==> src/rtl/diferential_muxpga_pkg.sv <==
// Shared constants and FSM encoding for the mux fabric and its config loader.
package diferential_muxpga_pkg;

    localparam int unsigned ROWS     = 8;
    localparam int unsigned COLS     = 8;
    localparam int unsigned CFG_BITS = 4;
    localparam logic [7:0]  SYNC     = 8'hA5;

    localparam int unsigned CELLS = ROWS * COLS;
    localparam int unsigned CFG_W = CELLS * CFG_BITS;

    typedef enum logic [1:0] {
        HUNT   = 2'd0,
        DATA   = 2'd1,
        CHECK  = 2'd2,
        COMMIT = 2'd3
    } state_e;

endpackage

==> src/rtl/diferential_nibble_shift.sv <==
// Strobed MSB-first shift register that flags each completed nibble.
// o_nibble already includes the bit being strobed, so the consumer can act
// on a full nibble in the same cycle that o_nibble_done is high.
module diferential_nibble_shift #(
    parameter int unsigned WIDTH = diferential_muxpga_pkg::CFG_BITS
) (
    input  logic             i_clk,
    input  logic             i_reset,
    input  logic             i_clr,
    input  logic             i_en,
    input  logic             i_sen,
    input  logic             i_sdi,
    output logic [WIDTH-1:0] o_nibble,
    output logic             o_nibble_done
);

    localparam int unsigned CNT_W = (WIDTH > 1) ? $clog2(WIDTH) : 1;

    logic [WIDTH-1:0] r_shift;
    logic [CNT_W-1:0] r_cnt;
    logic             w_step;

    // Next shift value and completion strobe.
    always_comb begin
        w_step        = i_en && i_sen;
        o_nibble      = {r_shift[WIDTH-2:0], i_sdi};
        o_nibble_done = w_step && (r_cnt == CNT_W'(WIDTH - 1));
    end

    // Shift and bit-count state; the counter wraps so consecutive nibbles need no clear.
    always_ff @(posedge i_clk) begin
        if (!i_reset) begin
            r_shift <= '0;
            r_cnt   <= '0;
        end else if (i_clr) begin
            r_shift <= '0;
            r_cnt   <= '0;
        end else if (w_step) begin
            r_shift <= o_nibble;
            r_cnt   <= o_nibble_done ? '0 : r_cnt + CNT_W'(1);
        end
    end

endmodule

==> src/rtl/diferential_cfg_loader.sv <==
// Framed serial config loader: sync hunt, nibble assembly into a shadow
// register, XOR checksum check, and a one-cycle atomic commit to o_cfg_out.
module diferential_cfg_loader #(
    parameter int unsigned ROWS     = diferential_muxpga_pkg::ROWS,
    parameter int unsigned COLS     = diferential_muxpga_pkg::COLS,
    parameter int unsigned CFG_BITS = diferential_muxpga_pkg::CFG_BITS,
    parameter logic [7:0]  SYNC     = diferential_muxpga_pkg::SYNC
) (
    input  logic                          i_clk,
    input  logic                          i_reset,
    input  logic                          i_sdi,
    input  logic                          i_sen,
    output logic [ROWS*COLS*CFG_BITS-1:0] o_cfg_out,
    output logic                          o_cfg_loaded,
    output logic                          o_done,
    output logic                          o_err,
    output logic                          o_busy
);

    import diferential_muxpga_pkg::*;

    localparam int unsigned N_CELLS = ROWS * COLS;
    localparam int unsigned CELL_W  = $clog2(N_CELLS);
    localparam int unsigned OUT_W   = N_CELLS * CFG_BITS;

    state_e              r_state;
    state_e              w_state_next;
    logic [7:0]          r_win;
    logic [7:0]          w_win_next;
    logic [OUT_W-1:0]    r_shadow;
    logic [OUT_W-1:0]    r_cfg;
    logic [CELL_W-1:0]   r_cell;
    logic [CFG_BITS-1:0] r_xor;
    logic                r_loaded;
    logic                r_done;
    logic                r_err;

    logic [CFG_BITS-1:0] w_nibble;
    logic                w_nibble_done;
    logic                w_shift_en;
    logic                w_sync_hit;
    logic                w_bad_sum;
    logic                w_last_cell;

    diferential_nibble_shift #(
        .WIDTH(CFG_BITS)
    ) u_shift (
        .i_clk         (i_clk),
        .i_reset       (i_reset),
        .i_clr         (w_sync_hit),
        .i_en          (w_shift_en),
        .i_sen         (i_sen),
        .i_sdi         (i_sdi),
        .o_nibble      (w_nibble),
        .o_nibble_done (w_nibble_done)
    );

    // State register.
    always_ff @(posedge i_clk) begin
        if (!i_reset) begin
            r_state <= HUNT;
        end else begin
            r_state <= w_state_next;
        end
    end

    // Next-state decode plus the sync-hit and checksum-fail strobes.
    always_comb begin
        w_state_next = r_state;
        w_win_next   = {r_win[6:0], i_sdi};
        w_shift_en   = (r_state == DATA) || (r_state == CHECK);
        w_last_cell  = (r_cell == CELL_W'(N_CELLS - 1));
        w_sync_hit   = 1'b0;
        w_bad_sum    = 1'b0;
        unique case (r_state)
            HUNT: begin
                if (i_sen && (w_win_next == SYNC)) begin
                    w_sync_hit   = 1'b1;
                    w_state_next = DATA;
                end
            end
            DATA: begin
                if (w_nibble_done && w_last_cell) begin
                    w_state_next = CHECK;
                end
            end
            CHECK: begin
                if (w_nibble_done) begin
                    if (w_nibble == r_xor) begin
                        w_state_next = COMMIT;
                    end else begin
                        w_bad_sum    = 1'b1;
                        w_state_next = HUNT;
                    end
                end
            end
            COMMIT: begin
                w_state_next = HUNT;
            end
            default: w_state_next = HUNT;
        endcase
    end

    // Datapath: sync window, shadow fill, running XOR, commit and status flags.
    always_ff @(posedge i_clk) begin
        if (!i_reset) begin
            r_win    <= '0;
            r_shadow <= '0;
            r_cfg    <= '0;
            r_cell   <= '0;
            r_xor    <= '0;
            r_loaded <= 1'b0;
            r_done   <= 1'b0;
            r_err    <= 1'b0;
        end else begin
            r_done <= (r_state == COMMIT);

            // Window only lives in HUNT; holding it at zero elsewhere forces a
            // fresh 8-bit sync after every frame or error.
            if (r_state != HUNT || w_sync_hit) begin
                r_win <= '0;
            end else if (i_sen) begin
                r_win <= w_win_next;
            end

            if (w_sync_hit) begin
                r_err  <= 1'b0;
                r_xor  <= '0;
                r_cell <= '0;
            end

            if (r_state == DATA && w_nibble_done) begin
                r_shadow[r_cell*CFG_BITS +: CFG_BITS] <= w_nibble;
                r_xor  <= r_xor ^ w_nibble;
                r_cell <= r_cell + CELL_W'(1);
            end

            if (w_bad_sum) begin
                r_err <= 1'b1;
            end

            if (r_state == COMMIT) begin
                r_cfg    <= r_shadow;
                r_loaded <= 1'b1;
            end
        end
    end

    assign o_cfg_out    = r_cfg;
    assign o_cfg_loaded = r_loaded;
    assign o_done       = r_done;
    assign o_err        = r_err;
    assign o_busy       = (r_state != HUNT);

endmodule

==> config.mk <==
export PLATFORM = sky130hd
export DESIGN_NAME = diferential_cfg_loader
export DESIGN_NICKNAME = d
export VERILOG_FILES = /design/src/rtl/diferential_muxpga_pkg.sv /design/src/rtl/diferential_nibble_shift.sv /design/src/rtl/diferential_cfg_loader.sv
export SDC_FILE = /design/constraint.sdc
export NUM_CORES = 1
export LEC_CHECK = 0
export CAP_MARGIN = 20
export CORE_ASPECT_RATIO = 0.8
export CORE_MARGIN = 3
export CORE_UTILIZATION = 55
export CTS_BUF_LIST = sky130_fd_sc_hd__clkbuf_4 sky130_fd_sc_hd__clkbuf_8 sky130_fd_sc_hd__clkbuf_16
export CTS_CLUSTER_DIAMETER = 120
export DETAILED_ROUTE_END_ITERATION = 10
export GPL_ROUTABILITY_DRIVEN = 0
export PLACE_DENSITY = 0.84
export SYNTH_ARGS = -nofsm -noshare
export SYNTH_HDL_FRONTEND = slang
export SYNTH_SLANG_ARGS = --single-unit
==> constraint.sdc <==
create_clock -name i_clk -period 7.1 [get_ports i_clk]
set_clock_uncertainty 0.1 [all_clocks]
set_input_delay 1.42 -clock i_clk [delete_from_list [all_inputs] [get_ports i_clk]]
set_output_delay 1.42 -clock i_clk [all_outputs]
set_load 0.02 [all_outputs]
==> impl_summary.txt <==
----------------------------------------------------
[Run status]
  Status ... finished clean

[Finish]
  Number of nets in the finished design ... about 2300
  Growth of design area from synthesis to finish ... 22.3%
  Cell area after layout ... around 0.025 mm^2
  Share of final-layout standard cells stronger than drive strength 1 ... 0.0542
  Layout Cells excl Fill ... around 2800
  Count of inserted antenna diode cells ... 0

[Timing]
  Pins over their slew limit ... 0
  Setup repair after global routing missed its margin ... no
  Total negative slack for setup checks ... 0 ps
  Count of endpoints failing hold in the final timing report ... 0
  Slew at the pin closest to its max-slew limit ... about 1100 ps
  Rel. slew slack ... 0.266
  Maximum operating frequency ... ~240 MHz
  Count of endpoints failing setup in the final report ... 0
  Tmin final ... 4120 ps
  Final period utilization ... 0.581

[Place]
  DPL Wire Length ... approximately 40 mm
  Number of placed cells counting well taps ... between 2000 and 3000
  IO Port Bufs ... approximately 260
  Instance area after placement ... between 0.02 and 0.025 mm^2

[Die]
  Floorplan row count ... 62
  Effective utilization at floorplan ... 0.564
  Area of the die ... a little under 0.04 mm^2
  Top-Level Pins ... approximately 260
  Die span in x ... about 220 um
  Placeable core area ... 0.0362 mm^2
  Vertical die dimension ... 178 um

[Critical path]
  Crit path DAT ... ~4500 ps
  Largest fanout on the critical path ... 27
  Beginning of the worst register-to-register path ... r_cell[0]$_SDFFE_PN0P_
  Kind of capture point of the worst setup path ... flip-flop
  Critical Path Source ... r_cell[0]$_SDFFE_PN0P_
  Critical Path RT ... 7440 ps
  Startpoint class of the critical path ... flip-flop
  WS Path Type ... flip-flop to flip-flop

[Route]
  First-pass iteration count of the detailed router ... 8
  Total vias in the final route ... between 15000 and 20000
  Routed wire length per instance ... around 21 um
  DRC violations left ... 0
  Number of routed nets with antenna violations ... 0
  Detailed Route WL ... around 59 mm
  DRC violation total after the first TritonRoute iteration ... 1925
  Via density ... approximately 5.8

[Yosys]
  Share of synthesized flip-flops with an asynchronous set or reset ... 0
  Syn Nets ... about 2100
  Mean cell area of the mapped netlist ... approximately 9.7 um^2
  Top-count cell post-synth ... sky130_fd_sc_hd__dfxtp_1
  Post-synthesis cell type with the largest combined area ... sky130_fd_sc_hd__dfxtp_1
  Post-synth EDFFs ... 0
  Mapped cell area ... between 0.02 and 0.025 mm^2
  Most common library cells after synthesis ... sky130_fd_sc_hd__dfxtp_1, sky130_fd_sc_hd__mux2i_1, sky130_fd_sc_hd__nor2_1
  Ranking of synthesized cells by area ... sky130_fd_sc_hd__dfxtp_1, sky130_fd_sc_hd__mux2i_1, sky130_fd_sc_hd__nor2_1
  Yosys top cell area share ... 0.528
  Yosys warning count ... 0
  Netlist cell types ... 52
  Flip-flop and latch count after synthesis ... 539
  Sequential element share of the synthesized area ... 0.528
  Number of cells produced by synthesis ... 2116
  Dominant register cell in the synthesized netlist ... sky130_fd_sc_hd__dfxtp_1

[Global route]
  Wire length of the first global-routing pass ... about 91 mm
  Leftover overflow at the end of global routing ... 0
  Pin count of the biggest net entering global routing ... roughly 170
  Initial antenna violation count ... 0
  Global-route usage over all layers ... 0.288
  Number of global-route vias before repair ... 16000

[Clock tree]
  Maximum clock path buffer count ... 3
  Clk pin slew, worst setup/hold paths ... roughly 60 ps
  CTS resizes ... 0
  Clock latency on the worst-skew pair ... around 600 ps
  Number of hold buffers added after CTS ... 0
  TritonCTS Buffers ... 50
  Number of post-CTS setup repair buffers ... 0
  Clk Tree Root Cell ... sky130_fd_sc_hd__clkbuf_16
  Number of H-tree branching levels ... 2
  TritonCTS clock tree ... done
  CTS sink count ... ~540

[Power and ir drop]
  Post-layout power ... between 5000 and 6000 uW
  Power density normalized to cell area ... 235 mW/mm^2
  Peak VDD IR ... between 0.15 and 0.2 mV
  Leakage power total ... 0.00894 uW

[Worst hold path]
  Path category of the worst min-delay check ... flip-flop to flip-flop
  HP Start ... r_shadow[218]$_SDFFE_PN0P_

[Flow run]
  Max cap viols ... 0

----------------------------------------------------
[layer usage]
layer / vias up / wire length, um / global-route usage
met5: - / 0 / 0
met4: 0 / 2090 / 0.106
met3: 163 / 5740 / 0.0645
met2: 847 / 27100 / 0.468
met1: 7745 / 24200 / 0.382
li1: 7531 / - / -
[stage by stage]
stage	worst slack, ps	utilization	hold slack (ps)
after global placement	2610	0.643	343
after detailed placement	2550	0.643	349
after global routing	2860	0.690	383
after CTS	3080	0.689	357
final	2980	0.690	358
after floorplan	3510	-	325
[flip-flops by register name, summed over array words and instances (netlist names)]
register / cells
r_shadow: 256
o_done: 1
o_cfg_loaded: 1
r_cell: 6
r_xor: 4
r_win: 7
o_cfg_out: 256
u_shift.r_cnt: 2
o_err: 1
r_state: 2
u_shift.r_shift: 3
[path summary, 6_finish.rpt]
path	endpoint	slack, ps	depth (start not counted)
worst max register to register	r_shadow[73]$_SDFFE_PN0P_	2980	8
worst min register to register	r_shadow[218]$_SDFFE_PN0P_	360	2
worst min-delay path	r_shadow[218]$_SDFFE_PN0P_	360	2
worst max-delay path	r_shadow[73]$_SDFFE_PN0P_	2980	8
[worst max-delay path, stage by stage (launching register included)]
cell and delay, ps:
sky130_fd_sc_hd__dfxtp_1 480, sky130_fd_sc_hd__buf_4 350, sky130_fd_sc_hd__inv_1 80, sky130_fd_sc_hd__ha_1 790
sky130_fd_sc_hd__nand2b_1 320, sky130_fd_sc_hd__a2111oi_2 830, sky130_fd_sc_hd__or4b_2 760, sky130_fd_sc_hd__nand3_1 150
sky130_fd_sc_hd__o21ai_0 120
[report_power, final]
part | leakage, uW | switching [uW] | internal, uW
Clock | 0.000866 | 1150 | 1590
Sequential | 0.00434 | 4.45 | 3030
Combinational | 0.00374 | 86.7 | 19.3
[placed cells by master, fill, tap and decap left out, types with 14 or more instances in the layout]
| master | instances |
|---|---|
| sky130_fd_sc_hd__or3_1 | 14 |
| sky130_fd_sc_hd__nor3_1 | 33 |
| sky130_fd_sc_hd__nor2_1 | 342 |
| sky130_fd_sc_hd__clkbuf_8 | 14 |
| sky130_fd_sc_hd__a21oi_1 | 23 |
| sky130_fd_sc_hd__o21ai_0 | 41 |
| sky130_fd_sc_hd__dfxtp_1 | 539 |
| sky130_fd_sc_hd__clkdlybuf4s50_1 | 262 |
| sky130_fd_sc_hd__nand4_1 | 15 |
| sky130_fd_sc_hd__nand2_1 | 287 |
| sky130_fd_sc_hd__clkbuf_16 | 50 |
| sky130_fd_sc_hd__mux2i_1 | 472 |
| sky130_fd_sc_hd__buf_4 | 19 |
| sky130_fd_sc_hd__nand3_1 | 84 |
[layout make-up]
cell class / instances / area [um^2]
multi-input cells: 1418 / 9040
fillers: 2689 / 11200
clock inverters: 17 / 179
repair buffers: 284 / 2800
well taps: 480 / 601
flip-flops and latches: 539 / 10800
clock buffers: 75 / 1520
inverters: 11 / 48.8
[cell families (layout without fill, tap and decap cells)]
logic type                 count (synthesis)  in the layout  share of synthesized area
AOI/OAI and AO/OA                         95             95                     0.0274
xor gates and xnor gates                  11             11                    0.00472
adders and majority gates                  8              8                    0.00490
buffers and inverters                    159            387                     0.0296
DFF                                      539            539                      0.528
muxes                                    473            473                      0.232
and+or+nand+nor                          831            831                      0.173
Power figures use the tool's default switching activity.
